File: src/rtl/digit_scanner_pkg.sv
// rtl/digit_scanner_pkg.sv - shared constants and digit-to-code helper for the hex digit scanner
package digit_scanner_pkg;

    localparam int          NUM_DIGITS      = 4;
    localparam logic [3:0]  BLANK_CODE      = 4'h0;
    localparam logic [3:0]  CODE_OFFSET     = 4'h1;
    localparam int          DEFAULT_CLK_DIV = 50000;

    // Code 0 is reserved for a dark digit, so visible digits are shifted up by one
    // and the top digit value (F) has no code of its own.
    function automatic logic [3:0] digit_code(input logic [3:0] digit);
        if (digit == 4'hF) begin
            return BLANK_CODE;
        end
        return digit + CODE_OFFSET;
    endfunction

endpackage

File: src/rtl/digit_scanner_prescaler.sv
// rtl/digit_scanner_prescaler.sv - digit_prescaler: counts 0..CLK_DIV-1 and flags the last count
module digit_prescaler
    import digit_scanner_pkg::*;
#(
    parameter int CLK_DIV = DEFAULT_CLK_DIV
) (
    input  logic clk,
    input  logic rst,
    output logic tick
);

    localparam int               CW   = (CLK_DIV > 1) ? $clog2(CLK_DIV) : 1;
    localparam logic [CW-1:0]    LAST = CW'(CLK_DIV - 1);

    logic [CW-1:0] count;

    always_ff @(posedge clk) begin
        if (rst) begin
            count <= '0;
        end else if (count == LAST) begin
            count <= '0;
        end else begin
            count <= count + 1'b1;
        end
    end

    assign tick = (count == LAST);

endmodule

File: src/rtl/digit_scanner.sv
// rtl/digit_scanner.sv - four-digit multiplexed display scanner with frame-aligned value commit (option: LEADING_ZERO_BLANK_EN)
module digit_scanner
    import digit_scanner_pkg::*;
#(
    parameter int CLK_DIV = DEFAULT_CLK_DIV
) (
    input  logic        clk,
    input  logic        rst,
    input  logic        load,
    input  logic [15:0] value,
    input  logic        blank,
    output logic [3:0]  code,
    output logic [3:0]  anode,
    output logic        ready,
    output logic        frame_done
);

    localparam logic [1:0] LAST_INDEX = 2'(NUM_DIGITS - 1);

    logic        tick;
    logic        wrap;
    logic [1:0]  index;
    logic [15:0] active;
    logic [15:0] shadow;
    logic        pending;
    logic [3:0]  cur_digit;
    logic        suppress;

    digit_prescaler #(
        .CLK_DIV (CLK_DIV)
    ) u_prescaler (
        .clk  (clk),
        .rst  (rst),
        .tick (tick)
    );

    assign wrap = tick && (index == LAST_INDEX);

    // active only ever changes on a wrap, so a frame is always drawn from one value
    always_ff @(posedge clk) begin
        if (rst) begin
            index   <= 2'd0;
            active  <= 16'h0000;
            shadow  <= 16'h0000;
            pending <= 1'b0;
        end else begin
            if (tick) begin
                index <= index + 2'd1;
            end
            if (load) begin
                shadow <= value;
            end
            if (wrap) begin
                if (load) begin
                    active <= value;
                end else if (pending) begin
                    active <= shadow;
                end
                pending <= 1'b0;
            end else if (load) begin
                pending <= 1'b1;
            end
        end
    end

    assign ready      = ~pending;
    assign frame_done = wrap;
    assign cur_digit  = active[{index, 2'b00} +: 4];

`ifdef LEADING_ZERO_BLANK_EN
    // A digit is dark when it and every more significant digit are zero; digit 0 always shows.
    assign suppress = (index != 2'd0) && ((active >> {index, 2'b00}) == 16'h0000);
`else
    assign suppress = 1'b0;
`endif

    always_comb begin
        code  = BLANK_CODE;
        anode = 4'b1111;
        if (!blank) begin
            anode = ~(4'b0001 << index);
            if (!suppress) begin
                code = digit_code(cur_digit);
            end
        end
    end

endmodule

File: config.mk
export PLATFORM = sky130hd
export DESIGN_NAME = digit_scanner
export DESIGN_NICKNAME = d
export VERILOG_FILES = /design/src/rtl/digit_scanner_pkg.sv /design/src/rtl/digit_scanner_prescaler.sv /design/src/rtl/digit_scanner.sv
export SDC_FILE = /design/constraint.sdc
export NUM_CORES = 1
export LEC_CHECK = 0
export CELL_PAD_IN_SITES_DETAIL_PLACEMENT = 0
export CELL_PAD_IN_SITES_GLOBAL_PLACEMENT = 1
export CORE_ASPECT_RATIO = 0.6
export CORE_MARGIN = 8
export CORE_UTILIZATION = 35
export DETAILED_ROUTE_END_ITERATION = 8
export GPL_ROUTABILITY_DRIVEN = 0
export PLACE_DENSITY_LB_ADDON = 0.1
export SKIP_CTS_REPAIR_TIMING = 1
export SYNTH_ARGS = -nofsm -noshare
export SYNTH_HDL_FRONTEND = slang
export SYNTH_SLANG_ARGS = --single-unit
File: constraint.sdc
create_clock -name clk -period 4.16 [get_ports clk]
set_input_delay 0.624 -clock clk [delete_from_list [all_inputs] [get_ports clk]]
set_output_delay 0.624 -clock clk [all_outputs]
set_load 0.01 [all_outputs]
==> key figures <==
Routing
  – WL met2: 1680 um
  – Via count: 1604
  – Total Wirelength: 5070 um
  – Wl on met1: 2980 um
  – Highest routed metal layer: met4
  – Vias/cell: 4.61
  – Remaining antenna violation count: 0
  – Drt drc: 0
  – Drt first-iter violations: 89
  – Routed len/inst: 14.6 um
  – 1st-pass router iterations: 4
  – Routed wl met3: 341 um

Timing
  – TNS Setup: 0 ns
  – Period utilisation layout: 78.5%
  – Unrepaired setup endpoints after global routing: no
  – Setup-failing EPs final: 0
  – Min Tclk post-route: 3.27 ns
  – Worst slew pin tran: 1.01 ns
  – Fmax: 306 MHz
  – Hold Vio Cnt, Final: 0
  – Max Clock Skew: 0.00483 ns
  – Final Max Tran Viols: 0
  – Slew Limit Headroom: 32.3%
  – Smallest hold slack: 0.467 ns

Worst setup path
  – Crit path DAT: 2.64 ns
  – Reg-to-reg setup timing slack: 2.14 ns
  – Critical path launch point type: register
  – Critical path class: register to output port
  – Req. time, crit path: 3.54 ns
  – Crit end category: output port
  – Crit path max fanout: 8
  – Register-to-Register Path Depth: 6

Clock network
  – CTS tree: built
  – Clock root buffer: clkbuf_16
  – Sinks on Clock Net: 51
  – Clk pin slew, worst setup/hold paths: 0.07 ns
  – H-tree depth: 2
  – CTS Buf Count: 5
  – Worst skew pair latency: 0.29 ns
  – Clock buffer depth: 2

Synth
  – Syn Inst Count: 231
  – Syn_nets: 257
  – Mean post-synth cell area: 10.3 sq um
  – Mapped Area: 2370 sq um
  – Yosys warning count: 0
  – Seq cells post-synth: 51
  – Register area share after synthesis: 43.1%
  – Distinct cells, synth: 38

Floorplan
  – Die area: 9750 sq um
  – Core Footprint: 6620 sq um
  – Ports: 30
  – Initial Util: 35.8%
  – Die width: 122 um
  – Vert. Die Dim: 79.8 um
  – Rows: 23

Global routing
  – Vias in the first global route: 1585
  – Gr ovfl total: 0
  – First-pass GRT wire length: 8550 um
  – Maximum number of pins on one net before global-route repair: 31
  – Initial antenna violation count: 0
  – GRT Total Usage: 11.5%

Power and ir drop
  – Total power: 0.979 mW
  – Pwr per Cell Area: 343 nW/um^2
  – Worst vdd ir: 0.133 mV
  – Lkg Pwr: 1.11 nW

Placement
  – PortBufs: 29
  – Final HPWL from detailed placement: 3690 um
  – Inst Count DP: 340

Run
  – Maxcap violations: 0

Layout
  – # diodes: 0
  – Layout cell share with drive strength beyond 1: 13.8%
  – Fin cells: 348
  – Most frequent cells in the layout: dfxtp_1, nor2_1, clkdlybuf4s50_1, mux2i_1, xnor2_1
  – Post-layout nets: 286
  – Layout area overhead: 20.6%
  – Commonest non-fill, non-tap cell in the layout: dfxtp_1
  – Multi-input gate area: 1230 sq um
  – Sequential cell area: 1020 sq um
  – FILL cells: 647

Run status
  – Outcome: completed

Worst hold path
  – Worst min path class: register to register
  – Worst Hold Depth: 1
-- per-layer routing --
| metal | vias to the layer above | track usage [%] |
|---|---|---|
| li1 | 848 | - |
| met1 | 715 | 17.8 |
| met2 | 34 | 13.5 |
| met3 | 7 | 4.10 |
| met4 | 0 | 3.99 |
| met5 | - | 0 |
-- Yosys cell counts (all sizes together) --
| cell | instances | share of area (%) |
|---|---|---|
| mux2 | 16 | 9.2 |
| xor2 | 1 | 0.37 |
| mux4 | 4 | 3.8 |
| nand2b | 4 | 1.1 |
| nor3 | 4 | 0.84 |
| nor2 | 39 | 6.3 |
| a211oi | 1 | 0.32 |
| nand4b | 1 | 0.37 |
| mux2i | 16 | 6.8 |
| and4b | 1 | 0.42 |
| inv | 9 | 1.4 |
| or3b | 1 | 0.47 |
| and2b | 11 | 3.5 |
| nand2 | 3 | 0.47 |
| nor4 | 5 | 1.6 |
| nand3 | 7 | 1.5 |
| a311oi | 1 | 0.37 |
| ha | 6 | 3.2 |
| o21ai | 3 | 0.63 |
| o21bai | 1 | 0.32 |
| a31o | 1 | 0.37 |
| xnor2 | 13 | 4.8 |
| clkbuf | 4 | 0.63 |
| buf | 7 | 3.0 |
| dfxtp | 51 | 43 |
| and2 | 1 | 0.26 |
| and3 | 3 | 0.84 |
| nand4 | 5 | 1.3 |
| a21oi | 5 | 1.1 |
| nor2b | 7 | 1.8 |
-- path summary, 6_finish.rpt --
| check | endpoint | start |
|---|---|---|
| worst max-delay path | code[3] | index[0] |
| worst min-delay path | u_prescaler.count[0] | u_prescaler.count[0] |
| worst max register to register | active[0] | u_prescaler.count[0] |
| worst min register to register | u_prescaler.count[0] | u_prescaler.count[0] |
-- where the power goes --
group / switching [mW] / total (mW) / internal, mW / leakage [nW]
clock network: 0.187 / 0.412 / 0.226 / 0.0675
logic: 0.0277 / 0.0621 / 0.0344 / 0.625
registers: 0.00463 / 0.505 / 0.500 / 0.415
total: 0.219 / 0.979 / 0.760 / 1.11
-- metrics by stage --
step	worst slack [ns]	cell area, sq um	utilization (%)
floorplan	1.70	2370	-
global placement	1.20	2710	41.0
detailed placement	1.18	2710	41.0
CTS	0.846	2860	43.2
global route	0.704	2860	43.2
finish	0.893	2860	43.2
-- cell families (layout without fill, tap and decap cells) --
family                   Yosys count  in the layout  synth area share [%]
AND/OR/NAND/NOR                   92             92                  20.7
buffers and inverters             20             50                  5.07
multiplexers                      36             36                  19.7
adder cells (fa/ha/maj)            6              6                  3.17
XOR/XNOR                          14             14                  5.17
AO/OA/AOI/OAI                     12             12                  3.06
flip-flops                        51             51                  43.1
-- sequential cells by signal (all words and copies together) (netlist names) --
name	count
active	16
index	2
pending	1
shadow	16
u_prescaler.count	16
-- layout make-up --
type	instances	area share, %
clock inverter	2	0.569
sequential	51	35.7
inverter	9	1.18
timing repair buffer	33	11.2
clock buffer	6	4.51
multi-input combinational	160	43.0
tap	87	3.81
-- critical path, cell delays in order (launching register included) --
cell and delay, ns:
dfxtp_1 0.55, mux4_2 0.60, ha_1 0.26, a21oi_1 0.14
o21ai_1 0.07, a21oi_1 0.17, clkdlybuf4s50_1 0.57
Note: power is estimated with default switching activity, not from simulation.
